--- src/rtl/riscv_pkg.sv ---
// Shared RISC-V pipeline types: decoded instruction payload and the
// decode/execute handoff controller state encoding.
package riscv_pkg;

    typedef struct packed {
        logic [31:0] pc;
        logic [31:0] imm;
        logic [6:0]  opcode;
        logic [4:0]  rd;
        logic [2:0]  funct3;
    } decoded_instr_t;

    typedef enum logic [1:0] {
        EMPTY  = 2'd0,
        FULL   = 2'd1,
        BUBBLE = 2'd2
    } de_ctrl_state_t;

    localparam logic [4:0]  REG_ZERO     = 5'd0;
    localparam logic [31:0] PERF_CNT_MAX = 32'hFFFF_FFFF;

    function automatic logic src_match(input logic use_src,
                                       input logic [4:0] rs,
                                       input logic [4:0] rd);
        return use_src && (rs == rd);
    endfunction

endpackage

--- src/rtl/lu_hazard_detect.sv ---
// Combinational load-use hazard check between the held instruction in the
// decode/execute register and the instruction currently offered by decode.
module lu_hazard_detect
    import riscv_pkg::*;
(
    input  logic       held_valid,
    input  logic       held_is_load,
    input  logic [4:0] held_rd,
    input  logic       dec_valid,
    input  logic       dec_use_rs1,
    input  logic [4:0] dec_rs1,
    input  logic       dec_use_rs2,
    input  logic [4:0] dec_rs2,
    output logic       hazard
);

    // x0 never carries a real dependency, so a load to x0 cannot stall.
    always_comb begin
        hazard = held_valid && held_is_load && (held_rd != REG_ZERO) && dec_valid &&
                 (src_match(dec_use_rs1, dec_rs1, held_rd) ||
                  src_match(dec_use_rs2, dec_rs2, held_rd));
    end

endmodule

--- src/rtl/de_stage_ctrl.sv ---
// Decode-to-execute handoff controller with load-use bubble insertion and flush.
// Optional performance counters enabled by defining DE_STAGE_CTRL_PERF_EN.
module de_stage_ctrl
    import riscv_pkg::*;
(
    input  logic           clk,
    input  logic           rst,
    input  logic           dec_valid,
    output logic           dec_ready,
    input  decoded_instr_t dec_instr,
    input  logic [4:0]     dec_rs1,
    input  logic [4:0]     dec_rs2,
    input  logic           dec_use_rs1,
    input  logic           dec_use_rs2,
    input  logic [4:0]     dec_rd,
    input  logic           dec_is_load,
    output logic           ex_valid,
    input  logic           ex_ready,
    output decoded_instr_t ex_instr,
    input  logic           flush,
    output logic           lu_stall
`ifdef DE_STAGE_CTRL_PERF_EN
    ,
    output logic [31:0]    perf_stall_cnt,
    output logic [31:0]    perf_flush_cnt
`endif
);

    de_ctrl_state_t state_r;
    de_ctrl_state_t state_next_s;
    decoded_instr_t ex_instr_r;
    logic [4:0]     held_rd_r;
    logic           held_is_load_r;
    logic           hazard_s;
    logic           capture_s;
    logic           dec_ready_s;

    lu_hazard_detect u_lu_hazard_detect (
        .held_valid   (state_r == FULL),
        .held_is_load (held_is_load_r),
        .held_rd      (held_rd_r),
        .dec_valid    (dec_valid),
        .dec_use_rs1  (dec_use_rs1),
        .dec_rs1      (dec_rs1),
        .dec_use_rs2  (dec_use_rs2),
        .dec_rs2      (dec_rs2),
        .hazard       (hazard_s)
    );

    // Next-state and handshake decode; flush overrides every transition.
    always_comb begin
        state_next_s = state_r;
        capture_s    = 1'b0;
        dec_ready_s  = 1'b0;
        case (state_r)
            EMPTY: begin
                dec_ready_s = 1'b1;
                if (dec_valid) begin
                    state_next_s = FULL;
                    capture_s    = 1'b1;
                end else begin
                    state_next_s = EMPTY;
                end
            end
            FULL: begin
                dec_ready_s = ex_ready && !hazard_s;
                if (!ex_ready) begin
                    state_next_s = FULL;
                end else if (hazard_s) begin
                    state_next_s = BUBBLE;
                end else if (dec_valid) begin
                    state_next_s = FULL;
                    capture_s    = 1'b1;
                end else begin
                    state_next_s = EMPTY;
                end
            end
            BUBBLE: begin
                dec_ready_s = 1'b1;
                if (dec_valid) begin
                    state_next_s = FULL;
                    capture_s    = 1'b1;
                end else begin
                    state_next_s = EMPTY;
                end
            end
            default: begin
                state_next_s = EMPTY;
            end
        endcase
        if (flush) begin
            state_next_s = EMPTY;
            capture_s    = 1'b0;
            dec_ready_s  = 1'b0;
        end else begin
            state_next_s = state_next_s;
        end
    end

    // State register and held-instruction capture.
    always_ff @(posedge clk) begin
        if (rst) begin
            state_r        <= EMPTY;
            ex_instr_r     <= '0;
            held_rd_r      <= 5'd0;
            held_is_load_r <= 1'b0;
        end else begin
            state_r <= state_next_s;
            if (capture_s) begin
                ex_instr_r     <= dec_instr;
                held_rd_r      <= dec_rd;
                held_is_load_r <= dec_is_load;
            end
        end
    end

    assign dec_ready = dec_ready_s;
    assign ex_valid  = (state_r == FULL);
    assign ex_instr  = ex_instr_r;
    assign lu_stall  = hazard_s;

`ifdef DE_STAGE_CTRL_PERF_EN
    logic [31:0] perf_stall_cnt_r;
    logic [31:0] perf_flush_cnt_r;

    // Saturating event counters for stall and flush cycles.
    always_ff @(posedge clk) begin
        if (rst) begin
            perf_stall_cnt_r <= 32'd0;
            perf_flush_cnt_r <= 32'd0;
        end else begin
            if (hazard_s && (perf_stall_cnt_r != PERF_CNT_MAX)) begin
                perf_stall_cnt_r <= perf_stall_cnt_r + 32'd1;
            end
            if (flush && (perf_flush_cnt_r != PERF_CNT_MAX)) begin
                perf_flush_cnt_r <= perf_flush_cnt_r + 32'd1;
            end
        end
    end

    assign perf_stall_cnt = perf_stall_cnt_r;
    assign perf_flush_cnt = perf_flush_cnt_r;
`endif

endmodule

--- config.mk ---
export PLATFORM = sky130hd
export DESIGN_NAME = de_stage_ctrl
export DESIGN_NICKNAME = d
export VERILOG_FILES = /design/src/rtl/riscv_pkg.sv /design/src/rtl/lu_hazard_detect.sv /design/src/rtl/de_stage_ctrl.sv
export SDC_FILE = /design/constraint.sdc
export NUM_CORES = 1
export LEC_CHECK = 0
export CORE_MARGIN = 1
export CORE_UTILIZATION = 42
export DETAILED_ROUTE_END_ITERATION = 16
export GPL_TIMING_DRIVEN = 0
export PLACE_DENSITY = 0.91
export SYNTH_ARGS = -nofsm -noshare
export SYNTH_HDL_FRONTEND = slang
export SYNTH_SLANG_ARGS = --single-unit
--- constraint.sdc ---
create_clock -name clk -period 2.5 [get_ports clk]
set_input_delay 0.25 -clock clk [delete_from_list [all_inputs] [get_ports clk]]
set_output_delay 0.25 -clock clk [all_outputs]
set_load 0.01 [all_outputs]
# Word level (Yosys, flattened, before mapping)
# Index checks and enable logic that the tools add are counted.
# W data, S select, Z words.
word_totals:
  reg_bits: 87
  in_bits: 102
  out_inout_bits: 82
  wordCells: 36
classes:
  n_eq_ne: 4
  n_mux: 11
  n_reduce_logical: 13
op_table:
  columns: ["operator", "count"]
  rows:
  - ["$eq A5 B5 Y1", 2]
  - ["$logic_and A1 B1 Y1", 7]
  - ["$mux W1", 6]
  - ["$reduce_bool A5 Y1", 1]
  - ["$mux W2", 2]
  - ["$pmux W1 S2", 2]
  - ["$pmux W2 S2", 1]
  - ["$reduce_or A2 Y1", 2]
  - ["$eq A2 B1 Y1 const B", 1]
  - ["$eq A2 B2 Y1 const B", 1]
  - ["$logic_not A2 Y1", 1]
  - ["$logic_not A1 Y1", 1]
  - ["$logic_or A1 B1 Y1", 1]

# Longest topological paths before layout
# Gate-level depths: netlist of the first run.
depth:
  word_depth: 9
  ltp_mapped: 9
  ltp_nobuf: 6

# Hierarchy
# From an unflattened synthesis of the first run, not the netlist that was laid out.
hier_totals:
  hier_cells: 222
  area_unflattened_um2: 2850.2
modules_own_cells:
  columns: ["module", "instances", "cells_per_inst", "area_each_um2", "seq_area_each_um2"]
  rows:
  - ["de_stage_ctrl", 1, 205, 2718.9, 1741.7]
  - ["lu_hazard_detect", 1, 17, 131.4, 0.0]

# Worst setup path before layout of the first run
# Ideal clock, no wire load.
synth_path:
  path_type: "flip-flop to flip-flop"
  from: "reg held_rd_r[2]"
  to: "reg ex_instr_r, in the netlist ex_instr[0]"
  setup_ps: 120
  arrival_ps: 1976
  t_required_ps: 2380
  setup_slack_ps: 404
  stages_incl_launch_ff: 10
  path_buffers: 3
  synth_period_minus_slack_ps: 2096
  path_cell_list: "dfxtp_1 > xor2_1 > nor4_1 > nand3_1 > a221o_1 > a41o_1 > clkbuf_1 > buf_6 > buf_6 > mux2i_1"
synth_between:
  elab_chain_len: 8
  elab_cells_between_ends: 13
  cone_classes: "2 x eq/ne; 4 x mux; 7 x reduce/logical"
synth_lines:
  columns: ["item", "line_no", "source"]
  rows:
  - ["start, declared", "de_stage_ctrl.sv:32", "logic [4:0] held_rd_r;"]
  - ["start signal, assigned", "de_stage_ctrl.sv:111", "held_rd_r <= dec_rd;"]
  - ["$eq A5 B5 Y1 / $reduce_bool A5 Y1 (equally long branches)", "riscv_pkg.sv:25, lu_hazard_detect.sv:19", null]
  - ["$logic_and A1 B1 Y1 (on tied branches)", "riscv_pkg.sv:25, lu_hazard_detect.sv:19", null]
  - ["$logic_or A1 B1 Y1 / $logic_and A1 B1 Y1 (equally long branches)", "lu_hazard_detect.sv:20, lu_hazard_detect.sv:19", null]
  - ["$logic_and A1 B1 Y1 *", "lu_hazard_detect.sv:19", "hazard = held_valid && held_is_load && (held_rd != REG_ZERO) && dec_valid &&"]
  - ["$mux W1 *", "de_stage_ctrl.sv:69", "end else if (hazard_s) begin"]
  - ["$mux W1 *", "de_stage_ctrl.sv:67", "if (!ex_ready) begin"]
  - ["$pmux W1 S2 *", "de_stage_ctrl.sv:55", "case (state_r)"]
  - ["$mux W1 *", "de_stage_ctrl.sv:91", "if (flush) begin"]
  - ["end signal, assigned", "de_stage_ctrl.sv:110", "ex_instr_r <= dec_instr;"]
  - ["end, declared", "de_stage_ctrl.sv:31", "decoded_instr_t ex_instr_r;"]
# Mark *: on every way between the ends. The rest lies on a longest branch, timed or not.
# A chain may end at the register's enable or synchronous reset.

# Worst setup path after layout of the first run
layout_path:
  from: "reg held_rd_r[3]"
  to: "out dec_ready"
layout_between:
  elab_chain_len: 8
  elab_cells_between_ends: 13
  cone_classes: "2 x eq/ne; 2 x mux; 9 x reduce/logical"
layout_lines:
  columns: ["item", "line_no", "source"]
  rows:
  - ["$eq A5 B5 Y1 / $reduce_bool A5 Y1 (equally long branches)", "riscv_pkg.sv:25, lu_hazard_detect.sv:19", null]
  - ["$logic_and A1 B1 Y1 (on tied branches)", "riscv_pkg.sv:25, lu_hazard_detect.sv:19", null]
  - ["$logic_or A1 B1 Y1 / $logic_and A1 B1 Y1 (equally long branches)", "lu_hazard_detect.sv:20, lu_hazard_detect.sv:19", null]
  - ["$logic_and A1 B1 Y1 *", "lu_hazard_detect.sv:19", null]
  - ["$logic_not A1 Y1 *", "de_stage_ctrl.sv:66", "dec_ready_s = ex_ready && !hazard_s;"]
  - ["$logic_and A1 B1 Y1 *", "de_stage_ctrl.sv:66", null]
  - ["$pmux W1 S2 *", "de_stage_ctrl.sv:55", null]
  - ["$mux W1 *", "de_stage_ctrl.sv:91", null]
  - ["end, declared", "de_stage_ctrl.sv:9", "output logic dec_ready,"]
# Marks and branches as above.

==> results of run 1 <==
==> flip-flops by register name, summed over array words and instances (netlist names) <==
register	count
held_is_load_r	1
ex_instr	79
held_rd_r	5
state_r	2
==> per-layer routing <==
metal / wire, um / up-vias / share of wire, % / global-route usage, %
met1: 4330 / 1598 / 41 / 23.2
li1: - / 1684 / - / -
met3: 699 / 11 / 6.6 / 6.75
met5: 0 / - / 0 / 0
met4: 135 / 0 / 1.3 / 6.11
met2: 5400 / 104 / 51 / 38.7
==> stage by stage <==
step / cells / hold slack, ps / setup WS [ps] / setup TNS, ps
floorplan: 404 / 344 / 404 / 0
global placement: 715 / 458 / -189 / -12730
detailed placement: 715 / 468 / -262 / -17870
CTS: 731 / 455 / 1.38 / 0
global route: 730 / 464 / -139 / -590
finish: 730 / 463 / 28.3 / 0
==> how the worst min path moves through the flow <==
stage                                      to  cells past startpoint  slack, ps
floorplan               state_r[0]$_SDFF_PP0_                      1        340
global placement    ex_instr[21]$_SDFFE_PP0P_                      2        460
detailed placement  ex_instr[52]$_SDFFE_PP0P_                      2        470
CTS                 held_rd_r[1]$_SDFFE_PP0P_                      3        460
global route        ex_instr[58]$_SDFFE_PP0P_                      3        460
finish              held_rd_r[1]$_SDFFE_PP0P_                      3        460
==> placed cells by master, fill, tap and decap left out, types with 2 or more instances in the layout <==
| cell type | n |
|---|---|
| xnor2_1 | 2 |
| mux2i_1 | 85 |
| clkbuf_1 | 20 |
| nand2b_1 | 170 |
| dfxtp_1 | 84 |
| nand3_1 | 5 |
| clkbuf_8 | 10 |
| dfxtp_2 | 3 |
| xor2_1 | 8 |
| buf_6 | 6 |
| nor2b_1 | 2 |
| clkinv_2 | 3 |
| clkdlybuf4s50_1 | 180 |
| inv_1 | 2 |
| nand2_1 | 2 |
| buf_2 | 3 |
| nor2_1 | 3 |
==> critical path, stage by stage (launching register included) <==
cell           delay (ps)
dfxtp_2               350
xor2_1                160
nor4_1                310
nand3_1               110
a221o_1               380
buf_4                 150
nand3_1                70
a21oi_1                60
dlygate4sd2_1         280
==> final cells by class <==
class	instances	area, sq um	area share [%]
buffer	28	154	2.49
clock buffer	11	141	2.28
clock inverter	4	22.5	0.364
inverter	2	7.51	0.121
multi-input combinational	286	2130	34.4
sequential	87	1750	28.2
tap	129	161	2.61
timing repair buffer	183	1830	29.6
==> power by group <==
part           internal [mW]  switching [mW]
clock network          0.379           0.476
logic                  0.443           0.266
registers               1.48          0.0560
total                   2.30           0.797
==> timing repair <==
item                                   4_1_cts  5_1_grt
endpoints found under the hold margin        0        0
resized for setup                            2        4
gates cloned                                 0        0
pin swaps                                    2        3
buffers inserted                             1        0
setup endpoints to repair                    2       82
==> kinds of logic after synthesis <==
logic type      after synthesis  share of synthesized area, %
buf+inv                      31                          4.10
compound gates                5                         0.963
flops                        87                          43.2
xor+xnor                     10                          2.17
simple gates                186                          28.4
mux                          85                          21.1
==> out/qor.txt, run 1 <==
Status = finished clean
Num rows = 35
Largest net degree at the start of global routing = 14
Post-route ant nets = 0
CTS tree = yes
Most common flop cell mapped by yosys = dfxtp_1
Worst Skew = 4.81 ps
Synth top area share = 43.2%
Async S/R FF share, synth = 0%
Mapped Nets = 506
Post-synth EDFFs = 0
Synth top area cells = dfxtp_1, nand2b_1, mux2i_1
Worst Path Required = 2250 ps
CP Class = reg2out
Count of final max-slew check failures = 0
Critical path origin = held_rd_r[3]$_SDFFE_PP0P_
Final setup vio count = 0
DRT Pass-1 Iters = 4
Max IR drop VDD = 0.353 mV
WP data arrival = 2220 ps
LEAKAGE = 2.37 nW
Hold crit path type = in2reg
Final core utilization = 66.7%
Maximum clock path buffer count = 2
Crit path time final = 2470 ps
Unique masters post-synth = 21
Reg2reg setup slack = 120 ps
Post-DP HPWL = 8.12 mm
Final WL = 10.6 mm
GRT Util Overall = 21.1%
Worst setup EP type = primary output
Grt total ovfl = 0
WL/cell = 14.5 um
First-pass GRT wire length = 16.7 mm
Post-CTS Hold Buffers = 0
IO buf count = 182
H-tree Lvls = 3
Width of the die = 99.9 um
Power Density = 500 nW/um^2
Final Cell Area = 6190 sq um
Die area = 9990 sq um
Fillcell total = 760
Reg clk slew, reported paths = 80 ps
# Max-Cap Violations = 0
Fmax achieved = 0.405 GHz
Clk root buf = clkbuf_8
I/O pins = 184
Layout area overhead = 53.7%
Most common cell in the synthesized netlist = nand2b_1
RSZ-0062 raised after global routing = true
Worst Reg-to-Reg Cells = 9
Synth Instances = 404
Die height = 99.9 um
Residual DRC = 0
Final nets = 699
Post-DP Area = 6010 sq um
Vias post-DR = 3397
Min-delay src = dec_rd[1]
CORE AREA = 9280 sq um
Final hold viol count = 0
Worst slew pin tran = 512 ps
Worst-skew pair later-pin latency = 340 ps
End point of the critical path = dec_ready
CP max FO = 4
Tcrit/Tclk final = 98.9%
Starting Density = 43.4%
Power Total = 3.10 mW
Post-synthesis sequential area ratio = 43.2%
ANT cells = 0
GP Congestion = 0.718
Max_slew headroom = 65.8%
Yosys warnings = 0
Largest area contributor in the netlist = dfxtp_1
Clock Sinks = 87
Avg Cell Area, Syn = 9.97 sq um
Reg2Reg Launch Point = held_rd_r[3]$_SDFFE_PP0P_
Vias in the first global route = 3529
Proportion of layout cells with a drive suffix above 1 = 4.66%
First-iteration detailed-routing DRC count = 50
Yosys reg bits = 87
Critical R2R Capture = ex_instr[28]$_SDFFE_PP0P_
Top post-synthesis cells by count = nand2b_1, dfxtp_1, mux2i_1, clkbuf_1, xor2_1
Vias per Instance = 4.65
Startpoint Class = flop
Initial antenna violation count = 0
Num CTS Buffers = 9
Mapped Area = 4030 sq um
No activity file was read; power rests on OpenSTA's default activity.
==> inputs of run 2 (changes only) <==
--- a/config.mk
+++ b/config.mk
@@ -5,6 +5,7 @@
 export SDC_FILE = /design/constraint.sdc
 export NUM_CORES = 1
 export LEC_CHECK = 0
+export ABC_AREA = 0
 export CORE_MARGIN = 1
 export CORE_UTILIZATION = 42
 export DETAILED_ROUTE_END_ITERATION = 16
==> results of run 2 <==
The final DEF is identical to that of run 1; final timing and power are the same.
